## config.mk

```make
export PLATFORM = sky130hd
export DESIGN_NAME = led_pattern_seq
export DESIGN_NICKNAME = d
export VERILOG_FILES = /design/src/rtl/led_pkg.sv /design/src/rtl/led_prescaler.sv /design/src/rtl/led_pattern_seq.sv
export SDC_FILE = /design/constraint.sdc
export NUM_CORES = 1
export LEC_CHECK = 0
export CAP_MARGIN = 5
export CORE_MARGIN = 3
export CORE_UTILIZATION = 58
export DETAILED_ROUTE_END_ITERATION = 16
export PLACE_DENSITY = 0.86
export SLEW_MARGIN = 5
export SYNTH_ARGS = -nofsm -noshare
export SYNTH_HDL_FRONTEND = slang
export SYNTH_HIERARCHICAL = 1
export SYNTH_SLANG_ARGS = --single-unit
```

## constraint.sdc

```tcl
create_clock -name clk -period 3.3 [get_ports clk]
set_input_delay 0.825 -clock clk [delete_from_list [all_inputs] [get_ports clk]]
set_output_delay 0.825 -clock clk [all_outputs]
set_load 0.03 [all_outputs]
```

## src/rtl/led_pkg.sv

```systemverilog
// Shared constants and pattern helpers for the LED pattern sequencer.
package led_pkg;

    typedef enum logic [1:0] {
        MODE_ALL_ON   = 2'b00,
        MODE_RUN      = 2'b01,
        MODE_PINGPONG = 2'b10,
        MODE_BLINK    = 2'b11
    } mode_e;

    typedef enum logic {
        DIR_LEFT  = 1'b0,
        DIR_RIGHT = 1'b1
    } dir_e;

    localparam logic [7:0] LED_OFF    = 8'hFF;
    localparam logic [7:0] LED_ALL_ON = 8'h00;

    // Active-low one-hot: the single LED at position pos is lit.
    function automatic logic [7:0] pos_to_led(input logic [2:0] pos);
        return ~(8'h01 << pos);
    endfunction

    function automatic logic [7:0] init_pattern(input logic [1:0] mode);
        logic [7:0] pat;
        case (mode)
            MODE_ALL_ON:   pat = LED_ALL_ON;
            MODE_RUN:      pat = pos_to_led(3'd0);
            MODE_PINGPONG: pat = pos_to_led(3'd0);
            MODE_BLINK:    pat = LED_ALL_ON;
            default:       pat = LED_OFF;
        endcase
        return pat;
    endfunction

endpackage

```

## src/rtl/led_prescaler.sv

```systemverilog
// Step prescaler: counts 0..TICK_DIV-1 and flags the terminal count while enabled.
module led_prescaler #(
    parameter int TICK_DIV = 12_500_000
) (
    input  logic clk,
    input  logic rst,
    input  logic clr,
    input  logic en,
    output logic tick
);

    localparam int CW = (TICK_DIV > 1) ? $clog2(TICK_DIV) : 1;
    localparam logic [CW-1:0] CNT_MAX = CW'(TICK_DIV - 1);

    logic [CW-1:0] cnt_r;
    logic          tick_s;

    // Terminal count qualified by enable, so a paused counter never ticks.
    always_comb begin
        tick_s = (cnt_r == CNT_MAX) && en;
    end

    // Counter register; clear wins over counting, disable holds the count.
    always_ff @(posedge clk) begin
        if (rst) begin
            cnt_r <= '0;
        end else if (clr) begin
            cnt_r <= '0;
        end else if (tick_s) begin
            cnt_r <= '0;
        end else if (en) begin
            cnt_r <= cnt_r + CW'(1);
        end else begin
            cnt_r <= cnt_r;
        end
    end

    assign tick = tick_s;

endmodule

```

## src/rtl/led_pattern_seq.sv

```systemverilog
// Timed, mode-selectable pattern sequencer driving the active-low LED bus.
module led_pattern_seq
    import led_pkg::*;
#(
    parameter int TICK_DIV = 12_500_000
) (
    input  logic       clk,
    input  logic       rst,
    input  logic [1:0] mode,
    input  logic       pause,
    output logic [7:0] led,
    output logic       step_tick
);

    logic [1:0] mode_q_r;
    logic [2:0] pos_r;
    dir_e       dir_r;
    logic       phase_r;
    logic [7:0] led_r;
    logic       step_tick_r;

    logic [2:0] pos_nx_s;
    dir_e       dir_nx_s;
    logic       phase_nx_s;
    logic [7:0] led_nx_s;
    logic       step_nx_s;
    logic       reload_s;
    logic       tick_s;

    assign reload_s = (mode != mode_q_r);

    led_prescaler #(
        .TICK_DIV (TICK_DIV)
    ) u_prescaler (
        .clk  (clk),
        .rst  (rst),
        .clr  (reload_s),
        .en   (~pause),
        .tick (tick_s)
    );

    // Next pattern state: reload beats a coincident tick; otherwise step or hold.
    always_comb begin
        pos_nx_s   = pos_r;
        dir_nx_s   = dir_r;
        phase_nx_s = phase_r;
        led_nx_s   = led_r;
        step_nx_s  = 1'b0;
        if (reload_s) begin
            pos_nx_s   = 3'd0;
            dir_nx_s   = DIR_LEFT;
            phase_nx_s = 1'b0;
            led_nx_s   = init_pattern(mode);
            step_nx_s  = 1'b0;
        end else if (tick_s) begin
            step_nx_s = 1'b1;
            case (mode)
                MODE_ALL_ON: begin
                    led_nx_s = LED_ALL_ON;
                end
                MODE_RUN: begin
                    pos_nx_s = pos_r + 3'd1;
                    led_nx_s = pos_to_led(pos_nx_s);
                end
                MODE_PINGPONG: begin
                    // Direction flips on the edge that reaches an end, so each end shows once.
                    if (dir_r == DIR_LEFT) begin
                        pos_nx_s = pos_r + 3'd1;
                        if (pos_nx_s == 3'd7) begin
                            dir_nx_s = DIR_RIGHT;
                        end else begin
                            dir_nx_s = DIR_LEFT;
                        end
                    end else begin
                        pos_nx_s = pos_r - 3'd1;
                        if (pos_nx_s == 3'd0) begin
                            dir_nx_s = DIR_LEFT;
                        end else begin
                            dir_nx_s = DIR_RIGHT;
                        end
                    end
                    led_nx_s = pos_to_led(pos_nx_s);
                end
                MODE_BLINK: begin
                    phase_nx_s = ~phase_r;
                    if (phase_nx_s) begin
                        led_nx_s = LED_OFF;
                    end else begin
                        led_nx_s = LED_ALL_ON;
                    end
                end
                default: begin
                    led_nx_s = LED_OFF;
                end
            endcase
        end else begin
            step_nx_s = 1'b0;
        end
    end

    // State and output registers; mode_q tracks mode during reset to avoid a reload after it.
    always_ff @(posedge clk) begin
        if (rst) begin
            mode_q_r    <= mode;
            pos_r       <= 3'd0;
            dir_r       <= DIR_LEFT;
            phase_r     <= 1'b0;
            led_r       <= LED_OFF;
            step_tick_r <= 1'b0;
        end else begin
            mode_q_r    <= mode;
            pos_r       <= pos_nx_s;
            dir_r       <= dir_nx_s;
            phase_r     <= phase_nx_s;
            led_r       <= led_nx_s;
            step_tick_r <= step_nx_s;
        end
    end

    assign led       = led_r;
    assign step_tick = step_tick_r;

endmodule

```

=== Word-level counts from Yosys, hierarchy flattened ===
Cells that the tools add are included.

* Input bits: 5
* Flip-flop bits (word level): 40
* Logic and storage cells: 48

* Shift operators: 2
* Bitwise operators: 4
* Reductions and logical operators: 12
* Mux-type cells: 14
* Add/subtract/negate cells: 3
* Eq/ne operators: 6

{| class="wikitable"
|+ Operators by type and width
! cell !! count
|-
| case mux 8 bit (4 select lines) || 1
|-
| adder 24 x 1 -> 24 bit, second input constant || 1
|-
| == test 24 bit, second input constant || 1
|-
| 2-to-1 mux 8 bit || 3
|-
| NOT 8 bit || 2
|-
| case mux 8 bit (2 select lines) || 1
|-
| left shift 1 x 3 -> 8 bit, first input constant || 2
|-
| 2-to-1 mux 3 bit || 4
|-
| case mux 3 bit (2 select lines) || 1
|-
| AND reduction 2 bit || 3
|-
| OR reduction 2 bit || 3
|-
| == test 2 bit, second input constant || 2
|-
| 2-to-1 mux 1 bit || 4
|-
| nonzero test 2 bit || 2
|-
| adder 3 x 1 -> 3 bit, second input constant || 1
|-
| == test 3 bit, second input constant || 1
|-
| zero test 3 bit || 1
|-
| OR reduction 3 bit || 1
|-
| subtractor 3 x 1 -> 3 bit, second input constant || 1
|-
| == test 2 x 1 -> 1 bit, second input constant || 1
|-
| zero test 2 bit || 1
|-
| != test 2 bit || 1
|-
| NOT 1 bit || 2
|-
| logical AND 1 bit || 1
|}

=== Depth between registers and ports, before layout ===
* Word-level depth: 10
* Gate-level depth with buffers: 7
* Gate-level depth less buffers: 6

=== Modules after synthesis ===
Netlist, hierarchy kept.

{| class="wikitable"
|+ By module, submodules not included
! module !! cells each !! instances !! area an instance (µm²)
|-
| led_prescaler || 136 || 1 || 1172.4
|-
| led_pattern_seq || 107 || 1 || 960.9
|}

=== Worst setup path before layout ===
OpenSTA, ideal clock, no wires.

* Kind: input to register
* Start: input port pause
* End: register led_r[7] (netlist: led[7])
* Setup slack: 0.671 ns
* Cell stages on the path: 7
* Arrival: 2.568 ns
* Data required time: 3.239 ns
* Path through: inv_1 > buf_2 > nand4_1 > nor4_1 > inv_1 > nor3_1 > a221o_1

* Cells in the longest elaborated chain, start to end: 3

{| class="wikitable"
|+ RTL lines
! element !! line !! text
|-
| start, declared || led_pattern_seq.sv:10 || <nowiki>input logic pause,</nowiki>
|-
| NOT 1 bit || led_pattern_seq.sv:38 || <nowiki>.en (~pause),</nowiki>
|-
| logical AND 1 bit || led_prescaler.sv:20 || <nowiki>tick_s = (cnt_r == CNT_MAX) && en;</nowiki>
|-
| via tick_s || led_pattern_seq.sv:28 || <nowiki>logic tick_s;</nowiki>
|-
| nonzero test 2 bit (no source line) || - ||
|-
| end signal, assigned || led_pattern_seq.sv:115 || <nowiki>led_r <= led_nx_s;</nowiki>
|-
| end, declared || led_pattern_seq.sv:19 || <nowiki>logic [7:0] led_r;</nowiki>
|}

The timed path passes the listed nets, and every way through them passes these cells.
A chain may end at the register's enable or synchronous reset.

=== Worst setup path in the final report ===
* Start: input port mode[0]
* End: register led_r[0] (netlist: led[0])

* Cells in the longest elaborated chain, start to end: 4
* Elaborated cells between the ends (all ways): 9
* Those cells by class: eq/ne (4); mux (3); reduce/logical (2)

{| class="wikitable"
|+ RTL lines
! element !! line !! text
|-
| start, declared || led_pattern_seq.sv:9 || <nowiki>input logic [1:0] mode,</nowiki>
|-
| == test 2 bit, or another cell as far along || led_pattern_seq.sv:57 || <nowiki>case (mode)</nowiki>
|-
| case mux 8 bit (4 select lines) || led_pattern_seq.sv:57 ||
|-
| 2-to-1 mux 8 bit || led_pattern_seq.sv:55 || <nowiki>end else if (tick_s) begin</nowiki>
|-
| 2-to-1 mux 8 bit || led_pattern_seq.sv:49 || <nowiki>if (reload_s) begin</nowiki>
|}

Parallel ways exist; a longest one is shown, timed or not. The select of a mux whose other input is x is not followed.

==> flow_metrics.py <==
metrics = {
    "outcome": {
        "status": "finished clean",
    },
    "sta": {
        "hold_ws_ns": 0.4988,
        "final_hold_viol_count": 0,
        "setup_violations": 0,
        "worst_slack_ns": 0.7018,
        "fin_worst_skew_ns": 0.006067,
        "worst_slew_pin_slew_ns": 0.5782,
        "grt_setup_unrepaired": "no",
        "post-route-period-util_pct": 78.73,
        "relSlewSlack_pct": 61.10,
        "period_minus_slack_ns": 2.598,
        "slew_viol_final": 0,
        "max_freq_mhz": 384.9,
        "setup_tns_ns": 0,
    },
    "setup_path": {
        "path_class": "input pin to register",
        "required_ns": 3.49,
        "critPathMaxFanout": 11,
        "critPathCaptureType": "register",
        "crit_arrival_ns": 2.79,
        "cp-start-kind": "input pin",
    },
    "pwr": {
        "power.density_nw_per_um2": 386.2,
        "p_leak_nw": 0.8206,
        "total_power_mw": 0.9296,
        "peakVddDrop_uv": 364.8,
    },
    "routing": {
        "wire_per_inst_um": 14.38,
        "routed_wl_um": 4385,
        "antenna_left": 0,
        "dr.pass1.iters": 4,
        "dr_total_vias": 1761,
        "drc": 0,
        "drtIter0Drc": 193,
        "avgViaCountPerCell": 5.774,
    },
    "clocking": {
        "cts.sinks": 40,
        "clockBufferDepth": 2,
        "insertion_delay_ns": 0.30,
        "cts_tree": "built",
        "post_cts_resized": 0,
        "htreeDepth": 2,
        "cts_buffers": 5,
        "cts_root_buffer": "clkbuf_8",
        "clkTransAtPathRegs_ns": 0.08,
        "ctsHoldBuffers": 0,
        "post-cts-setup-buffers": 0,
    },
    "place": {
        "io_buffers": 13,
        "place_area_um2": 2320,
        "dp_hpwl_um": 3170,
        "dp.cells": 297,
        "place_ws_ns": 0.4060,
        "gp_congestion": 0.8753,
    },
    "final_layout": {
        "nNetsFinal": 274,
        "area_growth_pct": 12.84,
        "final-instance-count-excl-fill": 305,
        "fillers": 301,
        "final_cell_mix": "40 x dfxtp_1, 23 x nor2_1, 18 x o21ai_0",
        "layout-drive-gt1-share_pct": 6.950,
        "final_cell_area_um2": 2407,
        "final_common_cell": "dfxtp_1",
        "utilization_pct": 69.94,
        "antenna_cells": 0,
    },
    "global_routing": {
        "grt_overflow": 0,
        "grt_util_all_layers_pct": 21.76,
        "grt_max_degree": 20,
        "grt_pass1_wl_um": 7452,
        "grt_antenna_before_repair": 0,
        "grt_pass1_vias": 1614,
    },
    "synth": {
        "synth_warnings": 6,
        "synth.cell_area_um2": 2133,
        "syn_avg_cell_area_um2": 8.779,
        "ys_seq_area_share_pct": 37.54,
        "syn_inst": 243,
        "synth_fp_nets": 259,
        "ys_ff_latch": 40,
        "synth_cell_type_count": 42,
    },
    "die": {
        "coreArea_um2": 3442,
        "start_util_pct": 61.98,
        "die_y_um": 66.65,
        "ioPinCount": 14,
        "std_cell_rows": 21,
        "die_width_um": 66.65,
        "dieArea_um2": 4442,
    },
    "min_path": {
        "hold_class": "register to register",
    },
    "run": {
        "maxCapViolCount": 0,
    },
}
## synthesized netlist by cell type, drive strengths merged
master / n / area (um^2)
or4b: 1 / 10.01
nand2: 14 / 52.55
nor3: 6 / 30.03
or4: 2 / 18.77
ha: 11 / 137.6
dfxtp: 40 / 800.8
o21ai: 18 / 90.09
nor4b: 2 / 17.52
clkbuf: 4 / 15.01
nand2b: 1 / 6.260
and3: 1 / 6.260
inv: 14 / 52.55
a221o: 8 / 80.08
o41ai: 1 / 16.27
and4: 4 / 35.03
nand4: 11 / 83.83
o31ai: 3 / 22.52
nand3b: 1 / 7.510
mux2i: 3 / 30.03
a21oi: 11 / 55.05
xnor2: 16 / 140.1
buf: 5 / 27.53
nand4b: 5 / 43.79
nand3: 8 / 40.04
a211oi: 1 / 7.510
nor2: 23 / 86.33
a31o: 1 / 8.760
nor2b: 1 / 6.260
a21o: 1 / 7.510
xor2: 7 / 61.31
nor4: 6 / 37.54
a41oi: 1 / 8.760
or3: 6 / 37.54
nor3b: 1 / 7.510
mux2: 1 / 15.01
nor4bb: 1 / 10.01
or2: 1 / 6.260
o21bai: 1 / 7.510
and2: 1 / 6.260
## report_power, final
| part | internal, mW | switching [mW] | total (mW) |
|---|---|---|---|
| registers | 0.495 | 0.00777 | 0.503 |
| clock network | 0.147 | 0.175 | 0.322 |
| logic | 0.0436 | 0.0607 | 0.104 |
## metal layers
layer	wire length, um	global-route usage (%)	share of wire [%]
met5	0	0	0
met4	82	9.137	1.9
met3	158	5.396	3.6
met2	2000	32.55	46
met1	2143	29.56	49
## layout make-up
type	count	area, um^2	share of cell area [%]
clock inverters	3	18.77	0.7796
well taps	46	57.56	2.391
multi-input cells	180	1249	51.87
clock buffers	5	68.82	2.859
repair buffers	17	160.2	6.653
inverters	14	52.55	2.183
flip-flops and latches	40	800.8	33.26
## critical path: stages
cell and delay [ns]:
clkdlybuf4s50_1 0.57, inv_1 0.09, ha_1 0.31, and2_1 0.21
mux2_4 0.28, nand4b_1 0.19, a221o_1 0.30
## final timing paths
path	slack, ns	cells past startpoint	startpoint	endpoint
worst max register to register	1.18	6	pos_r[0]	led[7]
worst max-delay path	0.70	7	mode[0]	led[0]
worst min-delay path	0.50	1	led[6]	led[6]
worst min register to register	0.50	1	led[6]	led[6]
## state kept, by name (all words and copies together), names as in the netlist
signal and count:
u_prescaler/cnt_r 24, pos_r 3, dir_r 1, led 8, phase_r 1, mode_q_r 2
step_tick 1
## kinds of logic (layout without fill, tap and decap cells)
group,count (synthesis),count (layout),synth area share [%]
adder cells (fa/ha/maj),11,11,6.452
AND/OR/NAND/NOR,96,96,25.75
XOR/XNOR,23,23,9.443
multiplexers,4,4,2.111
AO/OA/AOI/OAI,46,46,14.25
buffers and inverters,23,39,4.457
flip-flops,40,40,37.54
No activity file was read; power rests on OpenSTA's default activity.
